### config.mk
export PLATFORM = sky130hd
export DESIGN_NAME = key_pulse_gen_flat
export DESIGN_NICKNAME = d
export VERILOG_FILES = /design/src/rtl/key_pulse_gen_if.sv /design/src/rtl/key_pulse_gen.sv /design/src/flat_wrapper.sv
export SDC_FILE = /design/constraint.sdc
export NUM_CORES = 1
export LEC_CHECK = 0
export ABC_AREA = 1
export ABC_CLOCK_PERIOD_IN_PS = 4440
export BUFFER_PORTS_ARGS = -buffer_cell sky130_fd_sc_hd__buf_4
export CORE_MARGIN = 2
export CORE_UTILIZATION = 56
export DETAILED_ROUTE_END_ITERATION = 7
export GPL_ROUTABILITY_DRIVEN = 0
export PLACE_DENSITY = 0.72
export SKIP_LAST_GASP = 1
export SLEW_MARGIN = 40
export SYNTH_ARGS = -nofsm -noshare
export SYNTH_HDL_FRONTEND = slang
export SYNTH_SLANG_ARGS = --single-unit
### constraint.sdc
create_clock -name i_clk -period 4.44 [get_ports i_clk]
set_input_delay 0 -clock i_clk [delete_from_list [all_inputs] [get_ports i_clk]]
set_output_delay 0 -clock i_clk [all_outputs]
set_load 0.005 [all_outputs]
### src/rtl/key_pulse_gen_if.sv
// ---------------------------------------------------------------------------
// key_pulse_gen_if
// Groups the pushbutton inputs and the debounced/pulse outputs of
// key_pulse_gen.
//   i_key_n  [1:0]  raw pushbuttons, active-low (bit0 start, bit1 count)
//   o_start         one-cycle start pulse
//   o_count         one-cycle count pulse (press or auto-repeat)
//   o_level  [1:0]  debounced pressed level, 1 = pressed
// master: drives the keys (board / bench); slave: key_pulse_gen.
// ---------------------------------------------------------------------------
interface key_pulse_gen_if;
    logic [1:0] i_key_n;
    logic       o_start;
    logic       o_count;
    logic [1:0] o_level;

    modport master (output i_key_n, input o_start, o_count, o_level);
    modport slave  (input i_key_n, output o_start, o_count, o_level);
endinterface

### src/rtl/key_pulse_gen.sv
// ---------------------------------------------------------------------------
// key_pulse_gen
// Two independent pushbutton channels. Each channel synchronizes its raw
// active-low key, debounces it with a stability counter and turns the
// debounced level into one-cycle pulses: one per press, plus optional
// auto-repeat pulses while the key stays held.
//   i_clk          system clock
//   i_rst          asynchronous, active-low reset
//   bus.i_key_n    raw keys, bit0 start, bit1 count
//   bus.o_start    registered press pulse of channel 0
//   bus.o_count    registered press/repeat pulse of channel 1
//   bus.o_level    debounced pressed level per channel
//
// Per-channel FSM:
//   state    | meaning
//   ---------+-----------------------------------------------------------
//   RELEASED | debounced key up, hold counter parked at 0
//   HELD     | pressed, counting towards the first auto-repeat
//   REPEAT   | auto-repeating, counting towards the next repeat pulse
// ---------------------------------------------------------------------------
module key_pulse_gen #(
    parameter int unsigned CNT_STABLE    = 250000,
    parameter int unsigned REPEAT_DELAY  = 25000000,
    parameter int unsigned REPEAT_PERIOD = 5000000,
    parameter logic [1:0]  REPEAT_EN     = 2'b10
) (
    input  logic            i_clk,
    input  logic            i_rst,
    key_pulse_gen_if.slave  bus
);

    typedef enum logic [1:0] {
        RELEASED = 2'd0,
        HELD     = 2'd1,
        REPEAT   = 2'd2
    } state_t;

    localparam logic [20:0] STAB_LAST = 21'(CNT_STABLE - 1);
    localparam logic [30:0] DELAY_C   = 31'(REPEAT_DELAY);
    localparam logic [30:0] PERIOD_C  = 31'(REPEAT_PERIOD);
    localparam logic [30:0] HOLD_MAX  = '1;

    logic [1:0] level_vec;
    logic [1:0] pulse_vec;

    for (genvar g = 0; g < 2; g++) begin : g_ch
        logic        sync1_q, sync2_q;
        logic [20:0] stab_q, stab_d;
        logic        level_q, level_d;
        logic        flip;
        logic [30:0] hold_q, hold_d, hold_inc;
        state_t      state_q, state_d;
        logic        pulse_q, pulse_d;

        always_ff @(posedge i_clk or negedge i_rst) begin
            if (!i_rst) begin
                sync1_q <= 1'b0;
                sync2_q <= 1'b0;
                stab_q  <= '0;
                level_q <= 1'b0;
                hold_q  <= '0;
                state_q <= RELEASED;
                pulse_q <= 1'b0;
            end else begin
                sync1_q <= ~bus.i_key_n[g];
                sync2_q <= sync1_q;
                stab_q  <= stab_d;
                level_q <= level_d;
                hold_q  <= hold_d;
                state_q <= state_d;
                pulse_q <= pulse_d;
            end
        end

        // Any cycle agreeing with the debounced level restarts the count,
        // so a bounce shorter than CNT_STABLE never flips the level.
        always_comb begin
            stab_d  = '0;
            level_d = level_q;
            flip    = 1'b0;
            if (sync2_q != level_q) begin
                if (stab_q == STAB_LAST) begin
                    flip    = 1'b1;
                    level_d = ~level_q;
                end else begin
                    stab_d = stab_q + 21'd1;
                end
            end
        end

        // Saturating: a key held forever must not wrap into a spurious repeat.
        assign hold_inc = (hold_q == HOLD_MAX) ? hold_q : hold_q + 31'd1;

        // The pulse is decided on the same edge the level flips, so it lines
        // up with the first cycle o_level shows the press. A release takes
        // precedence over a repeat falling due on the same edge.
        always_comb begin
            state_d = state_q;
            hold_d  = hold_q;
            pulse_d = 1'b0;
            if (flip) begin
                hold_d = '0;
                if (level_q) begin
                    state_d = RELEASED;
                end else begin
                    state_d = HELD;
                    pulse_d = 1'b1;
                end
            end else begin
                case (state_q)
                    RELEASED: hold_d = '0;
                    HELD: begin
                        if (REPEAT_EN[g] && (hold_inc == DELAY_C)) begin
                            pulse_d = 1'b1;
                            hold_d  = '0;
                            state_d = REPEAT;
                        end else begin
                            hold_d = hold_inc;
                        end
                    end
                    REPEAT: begin
                        if (hold_inc == PERIOD_C) begin
                            pulse_d = 1'b1;
                            hold_d  = '0;
                        end else begin
                            hold_d = hold_inc;
                        end
                    end
                    default: begin
                        state_d = RELEASED;
                        hold_d  = '0;
                    end
                endcase
            end
        end

        assign level_vec[g] = level_q;
        assign pulse_vec[g] = pulse_q;
    end

    assign bus.o_level = level_vec;
    assign bus.o_start = pulse_vec[0];
    assign bus.o_count = pulse_vec[1];

endmodule

### src/flat_wrapper.sv
// flat-port wrapper written by rule: the top's interface ports become plain ports
module key_pulse_gen_flat 
#(
    parameter int unsigned CNT_STABLE    = 250000,
    parameter int unsigned REPEAT_DELAY  = 25000000,
    parameter int unsigned REPEAT_PERIOD = 5000000,
    parameter logic [1:0]  REPEAT_EN     = 2'b10
)
  (i_clk, i_rst, bus_i_key_n, bus_o_start, bus_o_count, bus_o_level);
  key_pulse_gen_if bus_i ();
  input  logic i_clk;
  input  logic i_rst;
  input wire logic [$bits(bus_i.i_key_n)-1:0] bus_i_key_n;
  output wire logic [$bits(bus_i.o_start)-1:0] bus_o_start;
  output wire logic [$bits(bus_i.o_count)-1:0] bus_o_count;
  output wire logic [$bits(bus_i.o_level)-1:0] bus_o_level;
  assign bus_i.i_key_n = bus_i_key_n;
  assign bus_o_start = bus_i.o_start;
  assign bus_o_count = bus_i.o_count;
  assign bus_o_level = bus_i.o_level;
  key_pulse_gen #(.CNT_STABLE(CNT_STABLE), .REPEAT_DELAY(REPEAT_DELAY), .REPEAT_PERIOD(REPEAT_PERIOD), .REPEAT_EN(REPEAT_EN)) u_core (.i_clk(i_clk), .i_rst(i_rst), .bus(bus_i));
endmodule
==> reports/metrics.cfg <==
[status]
outcome = completed

[sta]
tightest_slew_ps = 642.8
maxSlewViolCount = 0
setup_ws_ps = 1273
hold_ws_ps = 240.5
finClkSkew_ps = 11.39
finalHoldViolCount = 0
max_freq_ghz = 0.3158
post-route-min-period_ps = 3167
rsz0062_at_grt = no
setup_violations = 0
max-slew-margin-rel_pct = 57.15
post-route-period-util_pct = 71.33
fin_setup_tns_ps = 0

[synthesis]
synth_cell_types = 35
netlist_area_mm2 = 0.004962
ys_ff_latch = 83
synth_warnings = 0
synth_edf_count = 0
syn-num-nets = 715
synthCells = 705
ys_async_sr_fraction_pct = 100.0
ys.flop_type = dfrtp_1
ys_seq_area_share_pct = 41.86
synth.avg_cell_area_um2 = 7.039

[drt]
drtPass1Iterations = 4
wl_per_cell_um = 13.67
drc = 0
drt_iter0_drc = 287
vias_per_cell = 5.384
routed_wl_um = 11340
via_count = 4463
postRouteAntennaNets = 0

[clock_network]
htree_levels = 3
cts_sinks = 83
clkSlewWorstSetupHoldPaths_ps = 90
clk_path_buf_depth = 2
insertion_delay_ps = 350
cts-root-buf = clkbuf_8
cts_made_buffers = 9
cts_tree = yes

[die]
io_pins = 8
die-width_um = 98.14
die_h_um = 98.14
start_util_pct = 57.46
num_rows = 34
die_area_mm2 = 0.009630
core_area_mm2 = 0.008636

[finish]
fillers = 793
nets = 726
drive_gt1_share_pct = 5.548
finish.utilization_pct = 61.49
antennaDiodeCount = 0
fin_cells = 829
syn2layout_area_growth_pct = 7.010
finish.instance_area_mm2 = 0.005310

[worst_setup_path]
cp-end-kind = register
cp_max_fo = 32
slowest_delay_ps = 470
worst-endpoint-required_ps = 4650
cp_slowest_cell = dfrtp_1
path_class = reg -> reg
crit_chain = ha_1, inv_2, nor2_4, nand2_4, nor2_8, nand2_4, inv_1, a21oi_1, nor2_1, nand2_1, nor2_1, nand3_1, nand2_1, nand2_1, nand2_2, nor2_1
crit_arrival_ps = 3380
cp-start-kind = register

[global_route]
first_global_vias = 4400
grt_pass1_wl_um = 20130
track_usage_pct = 25.89
antenna_found_initial = 0
grt_overflow_total = 0
grt_max_degree = 84

[min_path]
hold_class = in -> async

[placement]
pre_cts_slack_ps = 1350
place_hpwl_um = 8536
dpl.cell_count = 810
io_buffers = 7
place_area_mm2 = 0.005084

[pwr]
total_power_mw = 1.332
ir_drop_mv = 0.2072
p_per_area_mw_per_mm2 = 250.9
leakage_nw = 2.341

[flow_run]
maxCapViolCount = 0

[final cells by class]
cell class                      instances  area (um^2)  area share (%)
Inverter                               91        341.6           6.433
Tap cell                              108        135.1           2.545
Multi-Input combinational cell        521         2474           46.58
Clock inverter                          6        66.31           1.249
Timing Repair Buffer                   10        88.84           1.673
Clock buffer                           10        127.6           2.403
Sequential cell                        83         2077           39.11
[registers in the layout (all words and copies together) (netlist names)]
name / flops
u_core.bus.o_count: 1
u_core.g_ch.hold_q: 31
u_core.g_ch.state_q: 2
u_core.g_ch.sync2_q: 2
u_core.g_ch.stab_q: 42
u_core.g_ch.sync1_q: 2
u_core.bus.o_start: 1
u_core.g_ch.level_q: 2
[layer usage]
metal  up-vias  part of all wire (%)  global-route usage (%)
li1       2263                     -                       -
met5         -                     0                       0
met2       111                    47                   41.41
met1      2047                    45                   34.21
met3        42                   3.8                   3.865
met4         0                   4.4                   13.91
[path summary, 6_finish.rpt]
| check | from | endpoint | slack, ps | cells past startpoint |
|---|---|---|---|---|
| max | u_core.g_ch[1].hold_q[0]$_DFF_PN0_ | u_core.g_ch[1].hold_q[13]$_DFF_PN0_ | 1270 | 16 |
| min | i_rst | u_core.g_ch[1].hold_q[15]$_DFF_PN0_ | 240 | 2 |
| max reg2reg | u_core.g_ch[1].hold_q[0]$_DFF_PN0_ | u_core.g_ch[1].hold_q[13]$_DFF_PN0_ | 1270 | 16 |
| min reg2reg | u_core.g_ch[0].sync1_q$_DFF_PN0_ | u_core.g_ch[0].sync2_q$_DFF_PN0_ | 350 | 0 |
| max in group asynchronous | i_rst | u_core.g_ch[1].hold_q[23]$_DFF_PN0_ | 3740 | 2 |
| min in group i_clk | bus_i_key_n[1] | u_core.g_ch[1].sync1_q$_DFF_PN0_ | 330 | 3 |
[cell families after synthesis]
group / after synthesis / synth area share (%)
compound gates: 33 / 3.908
xor+xnor: 16 / 2.824
fa+ha+maj: 6 / 1.513
buf+inv: 101 / 8.447
flops: 83 / 41.86
simple gates: 466 / 41.45
[critical path: cells and delay by family (launching register included)]
family | cells | cell delay [ps]
flip-flops | 1 | 470
AND/OR/NAND/NOR | 12 | 1730
adder cells (fa/ha/maj) | 1 | 340
AO/OA/AOI/OAI | 1 | 100
buffers and inverters | 2 | 360
[Yosys cell counts (5+ instances only)]
| cell type | number | share of area, % |
|---|---|---|
| dfrtp_1 | 83 | 42 |
| nor3_1 | 25 | 2.5 |
| nand4_1 | 24 | 3.0 |
| xnor2_1 | 5 | 0.88 |
| inv_1 | 87 | 6.6 |
| nand3_1 | 38 | 3.8 |
| a21oi_1 | 13 | 1.3 |
| nor2_1 | 143 | 11 |
| nor4_1 | 10 | 1.3 |
| xor2_1 | 11 | 1.9 |
| nor3b_1 | 11 | 1.7 |
| ha_1 | 6 | 1.5 |
| nand3b_1 | 9 | 1.4 |
| or2_2 | 5 | 0.63 |
| nand2_1 | 190 | 14 |
| o21ai_0 | 7 | 0.71 |
[where the power goes]
part	leakage (nW)	switching, mW	internal (mW)
combinational	1.11	0.0259	0.00928
sequential	1.15	0.00406	0.761
clock	0.0885	0.272	0.260
total	2.34	0.302	1.03
[cell usage in the layout (no fill, tap or decap), types with 9 or more instances in the layout]
cell,n
nand2_1,190
nor2_1,143
inv_1,87
dfrtp_1,83
nand3_1,38
nor3_1,25
nand4_1,24
a21oi_1,13
xor2_1,11
nor3b_1,11
nor4_1,10
clkbuf_8,10
nand3b_1,9
[repair_timing]
action                                 4_1_cts  5_1_grt
buffers inserted                             0        0
hold buffers                                 3        0
gates resized for setup                      0        0
endpoints found under the hold margin       85        0
(Power assumes the default switching activity.)
